===== src/rtl/wishbone_rr_arbiter_if.sv =====
// rtl/wishbone_rr_arbiter_if.sv - four-master Wishbone request side and shared downstream port
interface wishbone_rr_arbiter_if #(
  parameter int ADDR_W = 24,
  parameter int DATA_W = 16
);
  logic [3:0]          i_cyc;
  logic [3:0]          i_stb;
  logic [4*ADDR_W-1:0] i_adr;
  logic [4*DATA_W-1:0] i_dat;
  logic [3:0]          i_we;
  logic [7:0]          i_sel;
  logic [3:0]          i_8_burst;
  logic [3:0]          i_4_burst;
  logic [3:0]          o_ack;
  logic [3:0]          o_err;
  logic [3:0]          o_gnt;
  logic                o_wb_cyc;
  logic                o_wb_stb;
  logic [ADDR_W-1:0]   o_wb_adr;
  logic [DATA_W-1:0]   o_wb_dat;
  logic                o_wb_we;
  logic [1:0]          o_wb_sel;
  logic                o_wb_8_burst;
  logic                o_wb_4_burst;
  logic                i_wb_ack;
  logic                i_wb_err;

  // Arbiter view
  modport slave (
    input  i_cyc, i_stb, i_adr, i_dat, i_we, i_sel, i_8_burst, i_4_burst, i_wb_ack, i_wb_err,
    output o_ack, o_err, o_gnt, o_wb_cyc, o_wb_stb, o_wb_adr, o_wb_dat, o_wb_we, o_wb_sel,
           o_wb_8_burst, o_wb_4_burst
  );

  // Requesters plus downstream slave view
  modport master (
    output i_cyc, i_stb, i_adr, i_dat, i_we, i_sel, i_8_burst, i_4_burst, i_wb_ack, i_wb_err,
    input  o_ack, o_err, o_gnt, o_wb_cyc, o_wb_stb, o_wb_adr, o_wb_dat, o_wb_we, o_wb_sel,
           o_wb_8_burst, o_wb_4_burst
  );
endinterface


===== src/rtl/wishbone_rr_arbiter.sv =====
// rtl/wishbone_rr_arbiter.sv - four-master round-robin Wishbone arbiter, CYC-locked ownership
// Optional stall watchdog enabled by defining WB_ARB_WDT_EN.
module wishbone_rr_arbiter #(
  parameter int ADDR_W  = 24,
  parameter int DATA_W  = 16,
  parameter int TIMEOUT = 255
) (
  input  logic                 i_clk,
  input  logic                 i_rst,
  wishbone_rr_arbiter_if.slave bus
);
  typedef enum logic {IDLE, OWNED} state_t;

  state_t     state_q, state_d;
  logic [1:0] grant_q, grant_d;
  logic [1:0] last_q, last_d;
  logic [3:0] gnt_q, gnt_d;
  logic [1:0] pick;
  logic [1:0] cand;
  logic       found;
  logic       owned;
  logic       wdt_fire;

  // Rotating search starting just after the previous owner
  always_comb begin
    pick  = last_q;
    cand  = last_q;
    found = 1'b0;
    for (int i = 1; i <= 4; i++) begin
      cand = last_q + 2'(i);
      if (!found && bus.i_cyc[cand]) begin
        pick  = cand;
        found = 1'b1;
      end
    end
  end

  always_comb begin
    state_d = state_q;
    grant_d = grant_q;
    last_d  = last_q;
    gnt_d   = gnt_q;
    case (state_q)
      IDLE: begin
        if (found) begin
          state_d = OWNED;
          grant_d = pick;
          gnt_d   = 4'b0001 << pick;
        end
      end
      OWNED: begin
        if (!bus.i_cyc[grant_q]) begin
          state_d = IDLE;
          last_d  = grant_q;
          gnt_d   = '0;
        end
      end
      default: state_d = IDLE;
    endcase
  end

  always_ff @(posedge i_clk) begin
    if (i_rst) begin
      state_q <= IDLE;
      grant_q <= '0;
      last_q  <= 2'd3;
      gnt_q   <= '0;
    end else begin
      state_q <= state_d;
      grant_q <= grant_d;
      last_q  <= last_d;
      gnt_q   <= gnt_d;
    end
  end

  // Outputs are forced low while reset is held so a stale owner never leaks through
  assign owned = (state_q == OWNED) && !i_rst;

  assign bus.o_gnt        = owned ? gnt_q : 4'b0000;
  assign bus.o_wb_cyc     = owned & bus.i_cyc[grant_q];
  assign bus.o_wb_stb     = owned & bus.i_stb[grant_q];
  assign bus.o_wb_we      = owned & bus.i_we[grant_q];
  assign bus.o_wb_8_burst = owned & bus.i_8_burst[grant_q];
  assign bus.o_wb_4_burst = owned & bus.i_4_burst[grant_q];
  assign bus.o_wb_adr     = owned ? bus.i_adr[int'(grant_q)*ADDR_W +: ADDR_W] : '0;
  assign bus.o_wb_dat     = owned ? bus.i_dat[int'(grant_q)*DATA_W +: DATA_W] : '0;
  assign bus.o_wb_sel     = owned ? bus.i_sel[int'(grant_q)*2 +: 2] : 2'b00;
  assign bus.o_ack        = {4{bus.i_wb_ack}} & bus.o_gnt;
  assign bus.o_err        = {4{bus.i_wb_err | wdt_fire}} & bus.o_gnt;

`ifdef WB_ARB_WDT_EN
  logic [7:0] wdt_q, wdt_d;

  assign wdt_fire = owned && (wdt_q == 8'(TIMEOUT));

  always_comb begin
    wdt_d = wdt_q + 8'd1;
    if (!owned || wdt_fire || !bus.o_wb_stb || bus.i_wb_ack || bus.i_wb_err) begin
      wdt_d = '0;
    end
  end

  always_ff @(posedge i_clk) begin
    if (i_rst) begin
      wdt_q <= '0;
    end else begin
      wdt_q <= wdt_d;
    end
  end
`else
  assign wdt_fire = 1'b0;
`endif
endmodule


===== src/flat_wrapper.sv =====
// flat-port wrapper written by rule: the top's interface ports become plain ports
module wishbone_rr_arbiter_flat 
#(
  parameter int ADDR_W  = 24,
  parameter int DATA_W  = 16,
  parameter int TIMEOUT = 255
)
  (i_clk, i_rst, bus_i_cyc, bus_i_stb, bus_i_adr, bus_i_dat, bus_i_we, bus_i_sel, bus_i_8_burst, bus_i_4_burst, bus_i_wb_ack, bus_i_wb_err, bus_o_ack, bus_o_err, bus_o_gnt, bus_o_wb_cyc, bus_o_wb_stb, bus_o_wb_adr, bus_o_wb_dat, bus_o_wb_we, bus_o_wb_sel, bus_o_wb_8_burst, bus_o_wb_4_burst);
  wishbone_rr_arbiter_if #(.ADDR_W(ADDR_W), .DATA_W(DATA_W)) bus_i ();
  input  logic i_clk;
  input  logic i_rst;
  input wire logic [$bits(bus_i.i_cyc)-1:0] bus_i_cyc;
  input wire logic [$bits(bus_i.i_stb)-1:0] bus_i_stb;
  input wire logic [$bits(bus_i.i_adr)-1:0] bus_i_adr;
  input wire logic [$bits(bus_i.i_dat)-1:0] bus_i_dat;
  input wire logic [$bits(bus_i.i_we)-1:0] bus_i_we;
  input wire logic [$bits(bus_i.i_sel)-1:0] bus_i_sel;
  input wire logic [$bits(bus_i.i_8_burst)-1:0] bus_i_8_burst;
  input wire logic [$bits(bus_i.i_4_burst)-1:0] bus_i_4_burst;
  input wire logic [$bits(bus_i.i_wb_ack)-1:0] bus_i_wb_ack;
  input wire logic [$bits(bus_i.i_wb_err)-1:0] bus_i_wb_err;
  output wire logic [$bits(bus_i.o_ack)-1:0] bus_o_ack;
  output wire logic [$bits(bus_i.o_err)-1:0] bus_o_err;
  output wire logic [$bits(bus_i.o_gnt)-1:0] bus_o_gnt;
  output wire logic [$bits(bus_i.o_wb_cyc)-1:0] bus_o_wb_cyc;
  output wire logic [$bits(bus_i.o_wb_stb)-1:0] bus_o_wb_stb;
  output wire logic [$bits(bus_i.o_wb_adr)-1:0] bus_o_wb_adr;
  output wire logic [$bits(bus_i.o_wb_dat)-1:0] bus_o_wb_dat;
  output wire logic [$bits(bus_i.o_wb_we)-1:0] bus_o_wb_we;
  output wire logic [$bits(bus_i.o_wb_sel)-1:0] bus_o_wb_sel;
  output wire logic [$bits(bus_i.o_wb_8_burst)-1:0] bus_o_wb_8_burst;
  output wire logic [$bits(bus_i.o_wb_4_burst)-1:0] bus_o_wb_4_burst;
  assign bus_i.i_cyc = bus_i_cyc;
  assign bus_i.i_stb = bus_i_stb;
  assign bus_i.i_adr = bus_i_adr;
  assign bus_i.i_dat = bus_i_dat;
  assign bus_i.i_we = bus_i_we;
  assign bus_i.i_sel = bus_i_sel;
  assign bus_i.i_8_burst = bus_i_8_burst;
  assign bus_i.i_4_burst = bus_i_4_burst;
  assign bus_i.i_wb_ack = bus_i_wb_ack;
  assign bus_i.i_wb_err = bus_i_wb_err;
  assign bus_o_ack = bus_i.o_ack;
  assign bus_o_err = bus_i.o_err;
  assign bus_o_gnt = bus_i.o_gnt;
  assign bus_o_wb_cyc = bus_i.o_wb_cyc;
  assign bus_o_wb_stb = bus_i.o_wb_stb;
  assign bus_o_wb_adr = bus_i.o_wb_adr;
  assign bus_o_wb_dat = bus_i.o_wb_dat;
  assign bus_o_wb_we = bus_i.o_wb_we;
  assign bus_o_wb_sel = bus_i.o_wb_sel;
  assign bus_o_wb_8_burst = bus_i.o_wb_8_burst;
  assign bus_o_wb_4_burst = bus_i.o_wb_4_burst;
  wishbone_rr_arbiter #(.ADDR_W(ADDR_W), .DATA_W(DATA_W), .TIMEOUT(TIMEOUT)) u_core (.i_clk(i_clk), .i_rst(i_rst), .bus(bus_i));
endmodule

===== config.mk =====
export PLATFORM = sky130hd
export DESIGN_NAME = wishbone_rr_arbiter_flat
export DESIGN_NICKNAME = d
export VERILOG_FILES = /design/src/rtl/wishbone_rr_arbiter_if.sv /design/src/rtl/wishbone_rr_arbiter.sv /design/src/flat_wrapper.sv
export SDC_FILE = /design/constraint.sdc
export NUM_CORES = 1
export LEC_CHECK = 0
export CORE_AREA = 2 2 98 100
export CTS_CLUSTER_DIAMETER = 40
export CTS_CLUSTER_SIZE = 40
export DETAILED_ROUTE_END_ITERATION = 12
export DIE_AREA = 0 0 100 102
export PLACE_DENSITY = 0.82
export SLEW_MARGIN = 40
export SYNTH_ARGS = -nofsm -noshare
export SYNTH_HDL_FRONTEND = slang
export SYNTH_SLANG_ARGS = --single-unit

===== constraint.sdc =====
create_clock -name i_clk -period 2.38 [get_ports i_clk]
set_input_delay 0.595 -clock i_clk [delete_from_list [all_inputs] [get_ports i_clk]]
set_output_delay 0.595 -clock i_clk [all_outputs]
set_load 0.01 [all_outputs]

# Word level (Yosys, flattened, before mapping)

Index checks and enable logic that the tools add are counted.

$add $sub $neg: 3
Multipliers: 1
Order comparisons: 5
Eq/ne operators: 2
Shifts and indexed selects: 4
Muxes and demuxes: 36
Bitwise logic cells: 9
Reduce and logical (&&, ||, !) cells: 11

Operators with widths:

| kind                                                                          | count |
|---|---|
| 96-bit by 32-bit indexed part select with 24-bit output                       | 1 |
| 64-bit by 7-bit indexed part select with 16-bit output                        | 1 |
| 24-bit two-way mux                                                            | 1 |
| 1-bit binary-select mux with 2-bit select                                     | 9 |
| 16-bit two-way mux                                                            | 1 |
| 2-bit by 3-bit less-than comparator with 1-bit output (second input constant) | 5 |
| 1-bit two-way mux                                                             | 15 |
| 4-bit two-way mux                                                             | 3 |
| 2-bit two-way mux                                                             | 5 |
| 4-bit bitwise AND                                                             | 2 |
| 4-bit one-hot mux with 2 select lines                                         | 1 |
| 8-bit by 4-bit indexed part select with 2-bit output                          | 1 |
| 2-bit AND reduction                                                           | 3 |
| 1-bit bitwise AND                                                             | 5 |
| 2-bit adder (second input constant)                                           | 2 |
| 1-bit logical AND                                                             | 4 |
| 1-bit zero test                                                               | 4 |
| 2-bit by 2-bit multiplier with 4-bit output (second input constant)           | 1 |
| 1-bit by 2-bit left shift with 4-bit output (first input constant)            | 1 |
| 2-bit by 1-bit adder with 2-bit output (second input constant)                | 1 |
| 2-bit by 1-bit inequality test with 1-bit output (second input constant)      | 1 |
| 2-bit inequality test (second input constant)                                 | 1 |
| 1-bit NOT                                                                     | 2 |
| 1-bit one-hot mux with 2 select lines                                         | 1 |

Register bits: 9
Logic and storage cells: 75

# Depth between registers and ports, before layout

Depth after elaboration: 16
Mapped depth: 6
Gate-level depth less buffers: 4

# Worst setup path before layout

OpenSTA, ideal clock, no wires.

Path type: in2out
Start point: input i_rst
End point: output bus_o_wb_adr[0]
Arrival time: 1.450 ns
Setup slack: 0.335 ns
Stages: 5
Cells stage by stage: clkbuf_2 -> nand2b_1 -> buf_2 -> clkbuf_1 -> nor2b_1

Longest elaborated chain between the ends: 3

RTL lines:

| element            | line                      | source |
|---|---|---|
| start: declaration | flat_wrapper.sv:11        | `input logic i_rst;` |
| 1-bit zero test    | wishbone_rr_arbiter.sv:77 | `assign owned = (state_q == OWNED) && !i_rst;` |
| 1-bit logical AND  | wishbone_rr_arbiter.sv:77 |  |
| 24-bit two-way mux | wishbone_rr_arbiter.sv:85 | `assign bus.o_wb_adr = owned ? bus.i_adr[int'(grant_q)*ADDR_W +: ADDR_W] : '0;` |
| end: declaration   | flat_wrapper.sv:27        | `output wire logic [$bits(bus_i.o_wb_adr)-1:0] bus_o_wb_adr;` |

No other way between the ends.

# Worst setup path in the final report

Start point: input bus_i_dat[56]
End point: output bus_o_wb_dat[8]

Longest elaborated chain between the ends: 2

RTL lines:

| element                                                | line                      | source |
|---|---|---|
| start: declaration                                     | flat_wrapper.sv:15        | `input wire logic [$bits(bus_i.i_dat)-1:0] bus_i_dat;` |
| 64-bit by 7-bit indexed part select with 16-bit output | wishbone_rr_arbiter.sv:86 | `assign bus.o_wb_dat = owned ? bus.i_dat[int'(grant_q)*DATA_W +: DATA_W] : '0;` |
| 16-bit two-way mux                                     | wishbone_rr_arbiter.sv:86 |  |
| end: declaration                                       | flat_wrapper.sv:28        | `output wire logic [$bits(bus_i.o_wb_dat)-1:0] bus_o_wb_dat;` |

No other way between the ends.

==> qor.yml <==
met2_usage: 0.3498
gp_congestion: 0.8866
crit_fanout: 1
grt_pass1_wl_um: 14710
fmax_mhz: 421.4
syn_area_um2: 2036
synth_area_per_cell_um2: 11.31
hpwl_um: 8705
timing.rr.start: "u_core.grant_q[0]"
yosysSeqAreaShare: 0.08851
final_core_util: 0.5136
design.die.area_um2: 10200
num_rows: 35
grt_max_degree: 30
placeableCoreArea_um2: 9109
fin_crit_ns: 2.373
cts_max_path_buffers: 2
htreeDepth: 1
yosysWarnings: 0
cts_sinks: 9
drt_first_pass_iters: 4
synthCells: 180
final_cells: 545
antenna_found_initial: 0
floorplan.initialDensity: 0.2235
drv_slew: 0
ir_drop_mv: 0.2838
status: "finished clean"
whs_ns: 0.5136
ys_types: 32
nNetsFinal: 627
cts_root_buf: "clkbuf_8"
crit_required_ns: 1.78
drt_iter0_markers: 78
grt.overflow.total: 0
final_antenna_net_count: 0
total_power_mw: 1.694
power.leakage_nw: 1.959
die_w_um: 100
hold_buffers: 0
placed_cell_area_um2: 4763
path_class: "in2out"
seqPwrFrac: 0.132
slew_headroom: 0.6035
met1_usage: 0.2118
tightest_slew_ns: 0.5903
diodes: 0
p_sw_mw: 0.5697
worstPathArrival_ns: 1.78
cts_tree: "built"
fin_crit_sh: 0.9970
skew_ns: 0.001495
worstHoldStart: "u_core.gnt_q[3]"
area_growth_pct: 129.8
critPathLaunchType: "primary input"
drc_errors: 0
syn-num-nets: 372
crit_start: "bus_i_dat[56]"
gr-max-usage-layer: "met2"
path_clk_slew_ns: 0.05
synth-edff-count: 0
crit_path_end_kind: "primary output"
io_pins: 251
use_met3: 0.03420
p_clk_frac: 0.110
power.density_nw_per_um2: 362.1
vias_per_cell: 4.864
p_int_mw: 1.124
hold_violations: 0
dp_slack_ns: -0.4740
dp_cells: 539
vias: 2651
detail_route.wl_per_cell_um: 19.08
p_comb_frac: 0.758
stdcell_area_um2: 4678
grt_pass1_vias: 2801
setup_tns_ns: 0
die_h_um: 102
swShare: 0.3363
clock_latency_ns: 0.24
fin_ws_ns: 0.007071
setup-violations-final: 0
cts_made_buffers: 3
holdCritPathClass: "reg2reg"
ys_ff_latch: 9
track_usage: 0.1833
async_flop_share: 0
wl_um: 10400
drive_gt1_frac: 0.3272
io_buffer_count: 250
synth-main-ff-cell: "dfxtp_1"
cap_violations: 0
-- cell type report --
| cell class | count | area, µm² |
|---|---|---|
| fillers | 856 | 4431 |
| clock buffers | 4 | 45.04 |
| flip-flops and latches | 9 | 185.2 |
| inverters | 4 | 15.01 |
| repair buffers | 270 | 2510 |
| well taps | 111 | 138.9 |
| multi-input cells | 147 | 1784 |
-- sequential cells by signal (all words and copies together), names as in the netlist --
signal	flops
u_core.gnt_q	4
u_core.grant_q	2
u_core.last_q	2
u_core.state_q	1
-- path summary, 6_finish.rpt --
path / endpoint / slack [ns] / cells after the start
setup reg to reg: u_core.last_q[0] / 0.71 / 6
setup / recovery: bus_o_wb_dat[8] / 0.007 / 4
hold / removal: u_core.gnt_q[3] / 0.51 / 1
hold reg to reg: u_core.gnt_q[3] / 0.51 / 1
-- Yosys cell counts, types with 2 or more instances --
| cell type | n | area share |
|---|---|---|
| a32o_1 | 4 | 0.020 |
| buf_12 | 2 | 0.020 |
| nand2b_1 | 3 | 0.0092 |
| o21a_1 | 2 | 0.0074 |
| o21ai_0 | 4 | 0.0098 |
| nor2b_1 | 48 | 0.15 |
| dfxtp_1 | 9 | 0.089 |
| and2_1 | 5 | 0.015 |
| inv_1 | 4 | 0.0074 |
| and3_1 | 8 | 0.025 |
| clkbuf_1 | 10 | 0.018 |
| a211oi_1 | 2 | 0.0074 |
| nor3_1 | 2 | 0.0049 |
| nor2_1 | 8 | 0.015 |
| buf_2 | 3 | 0.0074 |
| a21oi_1 | 3 | 0.0074 |
| mux4_2 | 46 | 0.51 |
| buf_4 | 3 | 0.011 |
-- logic make-up (layout without fill, tap and decap cells) --
family	Yosys count	after routing	synth area share
simple gates	77	77	0.2305
mux	48	48	0.5255
buf+inv	24	278	0.07191
compound gates	22	22	0.08359
flops	9	9	0.08851
-- power groups by stage --
stage / Clock (mW) / Sequential [mW] / Combinational, mW
floorplan: 0 / 0.194 / 0.709
global placement: 0 / 0.223 / 1.30
detailed placement: 0 / 0.225 / 1.32
CTS: 0.184 / 0.223 / 1.28
global route: 0.197 / 0.229 / 1.36
finish: 0.187 / 0.223 / 1.28
-- layer usage --
metal  vias up  part of all wire
li1       1223                 -
met1      1289              0.36
met2       122              0.55
met3        17             0.074
met4         0             0.020
met5         -                 0
-- cells in the final DEF (no fill, tap or decap), types with 7 or more instances in the layout --
master and count:
and3_1 8, buf_2 48, buf_4 13, clkdlybuf4s50_1 176, dfxtp_1 7, dlymetal6s2s_1 12
mux4_2 46, nor2_1 7, nor2b_1 40, nor2b_4 7
-- timing repair --
item                       CTS  global route
gates resized for setup    229            30
hold endpoints to repair     0             0
setup endpoints to repair   59            20
pin swaps                    1             0
setup buffers                1             0
cloned                       1             0
-- critical path, stage by stage --
cell,delay (ns)
clkdlybuf4s50_1,0.41
mux4_2,0.49
nor2b_1,0.14
buf_2,0.14
No activity file was read; power rests on OpenSTA's default activity.
